`src/rtl/pc_fetch_unit_pkg.sv`:
```
// -----------------------------------------------------------------------------
// pc_fetch_unit_pkg
//   Shared definitions for the fetch stage:
//     - XLEN               : datapath / instruction word width
//     - PC_STEP_DEFAULT    : default sequential PC increment (bytes)
//     - fetch_state_e      : fetch FSM state encoding
//     - is_word_aligned()  : true when an address has bits [1:0] == 0
// -----------------------------------------------------------------------------
package pc_fetch_unit_pkg;

  localparam int unsigned XLEN            = 32;
  localparam int unsigned PC_STEP_DEFAULT = 4;

  // Explicit encoding so that waveforms and any external debug taps stay stable.
  typedef enum logic [1:0] {
    FETCH = 2'b00,
    ISSUE = 2'b01,
    TRAP  = 2'b10
  } fetch_state_e;

  function automatic logic is_word_aligned(input logic [XLEN-1:0] addr);
    return (addr[1:0] == 2'b00);
  endfunction

endpackage : pc_fetch_unit_pkg

```
`src/rtl/pc_fetch_unit_pc_register.sv`:
```
// -----------------------------------------------------------------------------
// pc_register
//   Program-counter storage: a single XLEN-bit register with asynchronous
//   active-high reset to RESET_PC and a synchronous load enable.
//
//   Ports:
//     clock   in   rising-edge clock
//     reset   in   asynchronous active-high reset (forces RESET_PC)
//     load_i  in   1 = capture pc_d_i on the next rising edge
//     pc_d_i  in   next program counter value
//     pc_o    out  current program counter
// -----------------------------------------------------------------------------
module pc_register
  import pc_fetch_unit_pkg::*;
#(
  parameter logic [XLEN-1:0] RESET_PC = '0
) (
  input  logic            clock,
  input  logic            reset,
  input  logic            load_i,
  input  logic [XLEN-1:0] pc_d_i,
  output logic [XLEN-1:0] pc_o
);

  logic [XLEN-1:0] pc_q;

  always_ff @(posedge clock or posedge reset) begin
    if (reset) begin
      pc_q <= RESET_PC;
    end else if (load_i) begin
      pc_q <= pc_d_i;
    end
  end

  assign pc_o = pc_q;

endmodule : pc_register

```
`src/rtl/pc_fetch_unit.sv`:
```
// -----------------------------------------------------------------------------
// pc_fetch_unit
//   Instruction fetch stage. Requests the word at PC, captures it when the
//   instruction memory acknowledges, presents the instr/PC pair to decode and
//   advances PC to the externally selected PCNext once decode releases it.
//   A misaligned PCNext parks the unit in TRAP until reset.
//
//   Parameters:
//     RESET_PC   PC loaded on reset (must be word aligned)
//     PC_STEP    sequential increment used to form PCPlus4
//
//   Ports:
//     clock       in   rising-edge clock
//     reset       in   asynchronous active-high reset
//     PCNext      in   next PC from the branch-select multiplexer
//     stall       in   1 = decode holds the current instruction
//     imemAck     in   instruction memory returns data this cycle
//     imemData    in   instruction word (valid while imemAck=1)
//     imemReq     out  fetch request
//     imemAddr    out  fetch address (== PC)
//     PC          out  current program counter
//     PCPlus4     out  PC + PC_STEP (mod 2^32)
//     instr       out  captured instruction word
//     instrValid  out  instr/PC pair valid for decode
//     misaligned  out  sticky: a misaligned PCNext was loaded
//     fetchCount  out  number of instructions released to decode (wraps)
// -----------------------------------------------------------------------------
module pc_fetch_unit
  import pc_fetch_unit_pkg::*;
#(
  parameter logic [XLEN-1:0] RESET_PC = 32'h0000_0000,
  parameter int unsigned     PC_STEP  = PC_STEP_DEFAULT
) (
  input  logic            clock,
  input  logic            reset,
  input  logic [XLEN-1:0] PCNext,
  input  logic            stall,
  input  logic            imemAck,
  input  logic [XLEN-1:0] imemData,
  output logic            imemReq,
  output logic [XLEN-1:0] imemAddr,
  output logic [XLEN-1:0] PC,
  output logic [XLEN-1:0] PCPlus4,
  output logic [XLEN-1:0] instr,
  output logic            instrValid,
  output logic            misaligned,
  output logic [XLEN-1:0] fetchCount
);

  // Refuse to elaborate with a reset vector that could never be fetched.
  if (!is_word_aligned(RESET_PC)) begin : g_reset_pc_misaligned
    $error("pc_fetch_unit: RESET_PC must be a multiple of 4");
  end

  localparam logic [XLEN-1:0] PC_STEP_W = XLEN'(PC_STEP);

  fetch_state_e    state_q;
  logic [XLEN-1:0] instr_q;
  logic            instr_valid_q;
  logic [XLEN-1:0] fetch_count_q;
  logic [XLEN-1:0] fetch_count_d;
  logic            misaligned_q;

  logic [XLEN-1:0] pc_q;
  logic [XLEN-1:0] pc_d;
  logic            pc_load;

  // PC advances only when decode releases the instruction held in ISSUE.
  always_comb begin
    pc_load       = (state_q == ISSUE) && !stall;
    pc_d          = PCNext;
    fetch_count_d = fetch_count_q + {{(XLEN-1){1'b0}}, 1'b1};
  end

  pc_register #(
    .RESET_PC (RESET_PC)
  ) u_pc_register (
    .clock  (clock),
    .reset  (reset),
    .load_i (pc_load),
    .pc_d_i (pc_d),
    .pc_o   (pc_q)
  );

  // Fetch FSM together with its registered outputs.
  always_ff @(posedge clock or posedge reset) begin
    if (reset) begin
      state_q       <= FETCH;
      instr_q       <= '0;
      instr_valid_q <= 1'b0;
      fetch_count_q <= '0;
      misaligned_q  <= 1'b0;
    end else begin
      case (state_q)
        FETCH: begin
          // Memory may take any number of cycles; PC is held meanwhile.
          if (imemAck) begin
            instr_q       <= imemData;
            instr_valid_q <= 1'b1;
            state_q       <= ISSUE;
          end
        end

        ISSUE: begin
          if (!stall) begin
            instr_valid_q <= 1'b0;
            fetch_count_q <= fetch_count_d;
            if (is_word_aligned(PCNext)) begin
              state_q <= FETCH;
            end else begin
              // The faulting address is still loaded into PC so software
              // can read it; the fault flag is raised together with it.
              misaligned_q <= 1'b1;
              state_q      <= TRAP;
            end
          end
        end

        TRAP: begin
          // Terminal state: only reset leaves it.
          misaligned_q  <= 1'b1;
          instr_valid_q <= 1'b0;
        end

        default: begin
          // Unreachable encoding; recover to a clean fetch.
          instr_valid_q <= 1'b0;
          state_q       <= FETCH;
        end
      endcase
    end
  end

  // Request is gated by reset directly so a reset mid-fetch drops it at once.
  assign imemReq    = (state_q == FETCH) && !reset;
  assign imemAddr   = pc_q;
  assign PC         = pc_q;
  assign PCPlus4    = pc_q + PC_STEP_W;
  assign instr      = instr_q;
  assign instrValid = instr_valid_q;
  assign misaligned = misaligned_q;
  assign fetchCount = fetch_count_q;

endmodule : pc_fetch_unit

```
`config.mk`:
```
export PLATFORM = sky130hd
export DESIGN_NAME = pc_fetch_unit
export DESIGN_NICKNAME = d
export VERILOG_FILES = /design/src/rtl/pc_fetch_unit_pkg.sv /design/src/rtl/pc_fetch_unit_pc_register.sv /design/src/rtl/pc_fetch_unit.sv
export SDC_FILE = /design/constraint.sdc
export NUM_CORES = 1
export LEC_CHECK = 0
export BUFFER_PORTS_ARGS = -buffer_cell sky130_fd_sc_hd__clkbuf_2
export CAP_MARGIN = 20
export CORE_ASPECT_RATIO = 1.4
export CORE_MARGIN = 2
export CORE_UTILIZATION = 42
export DETAILED_ROUTE_END_ITERATION = 10
export GPL_TIMING_DRIVEN = 0
export PLACE_DENSITY = 0.79
export SKIP_CTS_REPAIR_TIMING = 1
export SLEW_MARGIN = 20
export SYNTH_ARGS = -nofsm -noshare
export SYNTH_HDL_FRONTEND = slang
export SYNTH_SLANG_ARGS = --single-unit
```
`constraint.sdc`:
```
create_clock -name clock -period 2.7 [get_ports clock]
set_input_delay 0.27 -clock clock [delete_from_list [all_inputs] [get_ports clock]]
set_output_delay 0.27 -clock clock [all_outputs]
set_load 0.005 [all_outputs]
```
==> results of run 1 <==
## cells by family after synthesis
| kind of cell | synth area share (%) |
|---|---|
| AO/OA/AOI/OAI | 0.719 |
| XOR/XNOR | 10.6 |
| adder cells (fa/ha/maj) | 0.514 |
| buffers and inverters | 7.61 |
| flip-flops | 51.4 |
| multiplexers | 14.1 |
| AND/OR/NAND/NOR | 15.1 |
## synthesized netlist by cell type, types with 3 or more instances
cell / count
inv_1: 10
buf_2: 10
nand2_1: 19
dfrtp_1: 100
and3_1: 6
mux2_2: 60
buf_4: 34
xnor2_1: 34
nor2b_1: 3
o21ai_0: 6
nor3_1: 16
xor2_1: 25
and2_1: 4
clkbuf_1: 3
and4_1: 8
nor2_1: 12
nand3_1: 22
nand4_1: 16
## final cells by class
type | count | share of cell area [%]
Multi-Input combinational cell | 248 | 30.2
Tap cell | 144 | 2.72
Inverter | 10 | 0.624
Clock inverter | 7 | 1.85
Sequential cell | 100 | 37.8
Buffer | 49 | 5.03
Timing Repair Buffer | 233 | 18.3
Clock buffer | 9 | 3.41
## worst max-delay path by stage
stage / endpoint / from / slack, ns / cells past startpoint
finish: PCPlus4[29] / u_pc_register.pc_o[15] / 0.31 / 6
global route: PCPlus4[26] / u_pc_register.pc_o[15] / 0.12 / 6
CTS: PCPlus4[18] / u_pc_register.pc_o[4] / 0.30 / 6
detailed placement: PCPlus4[18] / u_pc_register.pc_o[4] / 0.67 / 6
floorplan: PCPlus4[31] / u_pc_register.pc_o[22] / 1.02 / 5
global placement: u_pc_register.pc_o[10] / reset / 0.63 / 2
## where the power goes
group / leakage (nW) / switching (mW) / internal (mW) / total (mW)
logic: 1.95 / 1.12 / 1.69 / 2.80
clock network: 0.168 / 0.565 / 0.914 / 1.48
registers: 1.24 / 0.627 / 2.04 / 2.67
total: 3.36 / 2.31 / 4.64 / 6.95
## flip-flops by register name (all words and copies together), names as in the netlist
signal	flops
instrValid	1
misaligned	1
instr	32
u_pc_register.pc_o	32
fetchCount	32
state_q	2
## metrics by stage
| stage | power (mW) | worst slack (ns) | cell area [um^2] | std cells | hold WS (ns) |
|---|---|---|---|---|---|
| after global placement | 5.43 | 0.628 | 6200 | 781 | 0.459 |
| final | 6.95 | 0.315 | 6610 | 800 | -0.0267 |
| after CTS | 7.03 | 0.295 | 6610 | 800 | -0.0342 |
| after floorplan | 4.10 | 1.02 | 4870 | 407 | 0.387 |
| after global routing | 7.43 | 0.116 | 6610 | 800 | 0.0169 |
| after detailed placement | 5.54 | 0.666 | 6260 | 784 | 0.340 |
## routing by layer
metal	global-route usage [%]	vias up	wire [um]
li1	-	1865	-
met1	23.6	1902	4600
met2	34.4	168	6470
met3	5.22	12	857
met4	5.64	0	138
met5	0	-	0
## critical path: stages, from the launching register on
cell and delay (ns):
dfrtp_1 0.48, and4_1 0.29, nand4_1 0.15, clkbuf_1 0.25
nor3_1 0.30, xor2_1 0.18, clkbuf_2 0.13
==> impl_metrics.py, run 1 <==
metrics = {
    "run_status": {
        "status": "finished, violations left",
        "violations": "hold timing",
    },
    "synthesis": {
        "synthesis.nets": 477,
        "synth_area_leaders": "dfrtp_1 (51%), mux2_2 (14%), xnor2_1 (6.1%), buf_4 (5.2%), xor2_1 (4.5%)",
        "synth.distinct_cells": 32,
        "synth_flop_cell": "dfrtp_1",
        "synth_top_cell_area_share_pct": 51.4,
        "postSynthAreaPerCell_um2": 12.0,
        "seq_area_frac_synth_pct": 51.4,
        "yosysTopAreaCell": "dfrtp_1",
        "synth-async-reset-ratio_pct": 100,
        "ys_warn_count": 0,
        "syn_inst": 407,
        "synthesis.area_um2": 4870,
        "synth-edff-count": 0,
        "ys_ff_latch": 100,
    },
    "cells_and_area": {
        "final_common_cell": "clkbuf_2",
        "utilization_pct": 58.3,
        "final_cell_mix": "clkbuf_2 (231), dfrtp_1 (100), mux2_2 (60)",
        "fin_nets": 721,
        "seqCellArea_um2": 2500,
        "drive_gt1_share_pct": 55.9,
        "fillCellCount": 969,
        "area_delta_synth_final_pct": 35.8,
        "multiInputGateArea_um2": 2000,
        "antenna_cells": 0,
    },
    "timing": {
        "fmax_mhz": 419,
        "setup_viol": 0,
        "maxSlewHeadroom_pct": 64.0,
        "slew_viol_final": 0,
        "fin_crit_sh_pct": 88.4,
        "grt_setup_unrepaired": "false",
        "fin_setup_tns_ns": 0,
        "worstMarginPinSlew_ns": 0.539,
        "worst_hold_slack_ns": -0.0267,
        "fin_skew_ns": 0.00530,
        "hold_viol_final": 23,
        "fin_crit_ns": 2.39,
    },
    "setup_path": {
        "r2r-start": "state_q[1]",
        "rrSetupSlack_ns": 0.77,
        "critPathLaunchType": "flip-flop",
        "crit_type": "flip-flop to primary output",
        "r2r_cells": 5,
        "critPathArrivalTime_ns": 2.12,
        "worstPathMaxFanout": 10,
        "worstReg2RegEnd": "u_pc_register.pc_o[17]",
        "required_ns": 2.43,
        "endpoint_kind": "primary output",
    },
    "power": {
        "peakVddDrop_mv": 0.549,
        "pwr_density_cell_nw_per_um2": 1050,
        "p_leak_nw": 3.36,
    },
    "die": {
        "die_w_um": 95.0,
        "start_util_pct": 42.9,
        "rows": 46,
        "boundaryPins": 231,
        "core_um2": 11300,
        "dieArea_um2": 12500,
        "die_h_um": 131,
    },
    "routing": {
        "routed_wl_mm": 12.1,
        "wl_per_cell_um": 15.1,
        "dr.pass1.iters": 4,
        "drc": 0,
        "drtIter0Drc": 123,
        "ant_nets": 0,
        "num_vias": 3947,
        "vias_per_cell": 4.93,
    },
    "clock_tree": {
        "cts_buffers": 9,
        "cts.clk_slew.worst_paths_ns": 0.07,
        "clk_latency_ns": 0.34,
        "clk_path_buf_depth": 2,
        "cts_root_buf": "clkbuf_16",
        "cts_tree": "built",
        "htree_levels": 3,
        "cts.sinks": 100,
    },
    "place": {
        "numPortBuffers": 230,
        "dp_hpwl_mm": 9.56,
        "place_congestion": 0.820,
    },
    "global_route": {
        "grt_max_degree": 30,
        "grtUsageTotal_pct": 19.8,
        "antenna_found_initial": 0,
        "overflow": 0,
        "grt_pass1_wl_mm": 19.6,
        "grt_pass1_vias": 3967,
    },
    "flow_run": {
        "drv_cap": 0,
    },
    "min_path": {
        "hold_path_class": "input port to asynchronous set/reset pin",
    },
}
Note: power is estimated with default switching activity, not from simulation.
==> inputs of run 2 (changes only) <==
- ABC_AREA: unset -> 1
- CORE_UTILIZATION: 42 -> 45
- CTS_BUF_LIST: unset -> sky130_fd_sc_hd__clkbuf_8
- PLACE_DENSITY: 0.79 -> 0.82
==> run 2 against run 1 <==
Against the previous run:
- via count grew 31%
- clock power decreased by 39%
- final area grew 5.5%
- highest routed layer unchanged
- the run now ends clean
- synthesized area rose by 10%
- synthesized cell count increased by 60%
- combinational power down 88%
- register-to-register slack gained 0.27 ns
- die area grew 3.0%
- critical path type unchanged
- setup slack got worse by 0.23 ns
- global-route usage rose by 5.0 points
- power decreased by 59%
==> impl_metrics.py, run 2 <==
metrics = {
    "setup_path": {
        "critical_path_buf_inv_count": 1,
        "slowest_stage": "dfrtp_1",
        "worstPathMaxFanout": 7,
        "endpoint_kind": "primary output",
        "cpMostUsedCell": "nand2_1",
        "critPathLaunchType": "flip-flop",
        "crit_path_cell_trace": "nand2_1 > nor3_2 > nand2_1 > nor2_1 > nand2_1 > nand2_1 > nand2_1 > clkbuf_2",
        "cp_top_family": "simple AND/OR/NAND/NOR gates",
        "slowest_delay_ns": 0.59,
        "crit_type": "flip-flop to primary output",
        "required_ns": 2.43,
        "critPathArrivalTime_ns": 2.35,
    },
    "synthesis": {
        "yosysTopAreaCell": "dfrtp_1",
        "synth_top_cell_area_share_pct": 46.5,
        "synth_most_common_cell": "nand2_1",
        "netlist_top_cells_count": "nand2_1 (221), dfrtp_1 (100), nor2_1 (67), inv_1 (52), buf_4 (35)",
        "ys_ff_latch": 100,
        "synth.distinct_cells": 25,
        "seq_area_frac_synth_pct": 46.5,
        "synth-edff-count": 0,
        "synth_flop_cell": "dfrtp_1",
        "synth_area_leaders": "dfrtp_1 (47%), nand2_1 (15%), mux2_2 (6.7%), buf_4 (4.9%), nor2_1 (4.7%)",
        "postSynthAreaPerCell_um2": 8.25,
        "syn_inst": 652,
        "synthesis.area_um2": 5380,
        "synthesis.nets": 722,
        "ys_warn_count": 0,
        "synth-async-reset-ratio_pct": 100,
    },
    "power": {
        "p_switching_mw": 0.782,
        "peakVddDrop_mv": 0.322,
        "clockPowerShare_pct": 31.9,
        "swShare_pct": 27.6,
        "p_comb_share_pct": 12.3,
        "power.internal_mw": 2.05,
        "seqPwrFrac_pct": 55.8,
        "p_leak_nw": 3.83,
        "pwr_density_cell_nw_per_um2": 406,
    },
    "cells_and_area": {
        "multiInputGateArea_um2": 2370,
        "fillCellCount": 1088,
        "fin_nets": 967,
        "final_cell_mix": "clkbuf_2 (230), nand2_1 (221), dfrtp_1 (100)",
        "seqCellArea_um2": 2500,
        "final_common_cell": "clkbuf_2",
        "drive_gt1_share_pct": 37.6,
        "utilization_pct": 59.3,
        "area_delta_synth_final_pct": 29.7,
        "design_area_um2": 6980,
        "antenna_cells": 0,
    },
    "die": {
        "dieArea_um2": 12900,
        "boundaryPins": 231,
        "core_um2": 11800,
        "rows": 47,
        "die_w_um": 96.4,
        "start_util_pct": 45.7,
        "die_h_um": 133,
    },
    "global_route": {
        "grt_pass1_wl_mm": 24.5,
        "grt_pass1_vias": 4970,
        "grtUsageTotal_pct": 24.8,
        "overflow": 0,
        "antenna_found_initial": 0,
        "grt_max_degree": 35,
    },
    "clock_tree": {
        "clk_path_buf_depth": 2,
        "cts_root_buf": "clkbuf_8",
        "cts.sinks": 100,
        "htree_levels": 3,
        "cts.clk_slew.worst_paths_ns": 0.11,
        "clk_latency_ns": 0.37,
        "cts_tree": "built",
        "cts_buffers": 9,
    },
    "timing": {
        "grt_setup_unrepaired": "false",
        "slew_viol_final": 0,
        "worstMarginPinSlew_ns": 0.520,
        "fin_ws_ns": 0.0832,
        "fin_crit_ns": 2.62,
        "hold_viol_final": 0,
        "worst_hold_slack_ns": 0.0894,
        "maxSlewHeadroom_pct": 65.2,
        "setup_viol": 0,
        "fin_crit_sh_pct": 96.9,
        "fmax_mhz": 382,
        "fin_skew_ns": 0.0178,
        "fin_setup_tns_ns": 0,
    },
    "routing": {
        "dr.pass1.iters": 5,
        "routed_wl_mm": 15.8,
        "wl_per_cell_um": 15.0,
        "drc": 0,
        "vias_per_cell": 4.93,
        "num_vias": 5167,
        "ant_nets": 0,
        "drtIter0Drc": 199,
    },
    "place": {
        "placed_area_um2": 6790,
        "place_congestion": 0.937,
        "post-place-ws_ns": 0.693,
        "dp_hpwl_mm": 12.5,
        "numPortBuffers": 230,
    },
    "min_path": {
        "hold_path_class": "input port to flip-flop",
    },
    "flow_run": {
        "drv_cap": 0,
    },
    "run_status": {
        "status": "completed",
    },
}
run 2: worst paths after layout:
check,start,to,slack (ns),cells after the start
min in group asynchronous,reset,instr[27],0.46,3
hold / removal,PCNext[18],u_pc_register.pc_o[18],0.09,3
setup / recovery,u_pc_register.pc_o[9],PCPlus4[25],0.08,8
setup reg to reg,fetchCount[0],fetchCount[14],1.04,8
max in group asynchronous,reset,fetchCount[24],1.52,5
hold reg to reg,misaligned,misaligned,0.49,1
run 2: kinds of logic (layout without fill, tap and decap cells):
| kind of cell | after synthesis | count (layout) | share of synthesized area (%) |
|---|---|---|---|
| DFF | 100 | 100 | 46.5 |
| xor gates and xnor gates | 29 | 29 | 4.72 |
| buffers and inverters | 97 | 347 | 9.37 |
| adders and majority gates | 2 | 2 | 0.465 |
| and+or+nand+nor | 358 | 358 | 29.1 |
| AOI/OAI and AO/OA | 34 | 34 | 3.16 |
| muxes | 32 | 32 | 6.70 |
run 2: metal layers:
layer  up-vias  track usage [%]  part of all wire (%)
met3        59             4.13                   6.6
met5         -                0                     0
met2       217             42.8                    51
met4         0             14.9                   5.3
li1       2508                -                     -
met1      2383             28.0                    37
run 2: power groups by stage:
| stage | Sequential, mW | Combinational (mW) | Clock [mW] |
|---|---|---|---|
| 6_report | 1.58 | 0.349 | 0.903 |
| 3_5_place_dp | 1.61 | 0.350 | 0 |
| 4_1_cts | 1.58 | 0.352 | 0.939 |
| 2_1_floorplan | 1.60 | 0.160 | 0 |
| 3_3_place_gp | 1.61 | 0.331 | 0 |
| 5_1_grt | 1.58 | 0.392 | 0.994 |
run 2: cell type report:
cell class | count | area share (%)
Timing Repair Buffer | 234 | 17.6
Clock inverter | 7 | 0.825
Clock buffer | 9 | 1.78
Multi-Input combinational cell | 455 | 34.0
Sequential cell | 100 | 35.9
Tap cell | 147 | 2.64
Inverter | 52 | 2.85
Buffer | 45 | 4.43
run 2: stage by stage:
stage / power, mW / instances
after detailed placement: 1.96 / 1032
after global placement: 1.94 / 1029
after floorplan: 1.76 / 652
after CTS: 2.87 / 1048
after global routing: 2.97 / 1049
final: 2.83 / 1049
run 2: worst register-to-register path, stage by stage, from the launching register on:
cell and delay, ns:
dfrtp_1 0.41, ha_1 0.19, inv_1 0.04, nor2_1 0.23
nand2_1 0.09, nor2_1 0.19, nand2_1 0.14, o21ai_0 0.17
nand2_1 0.07
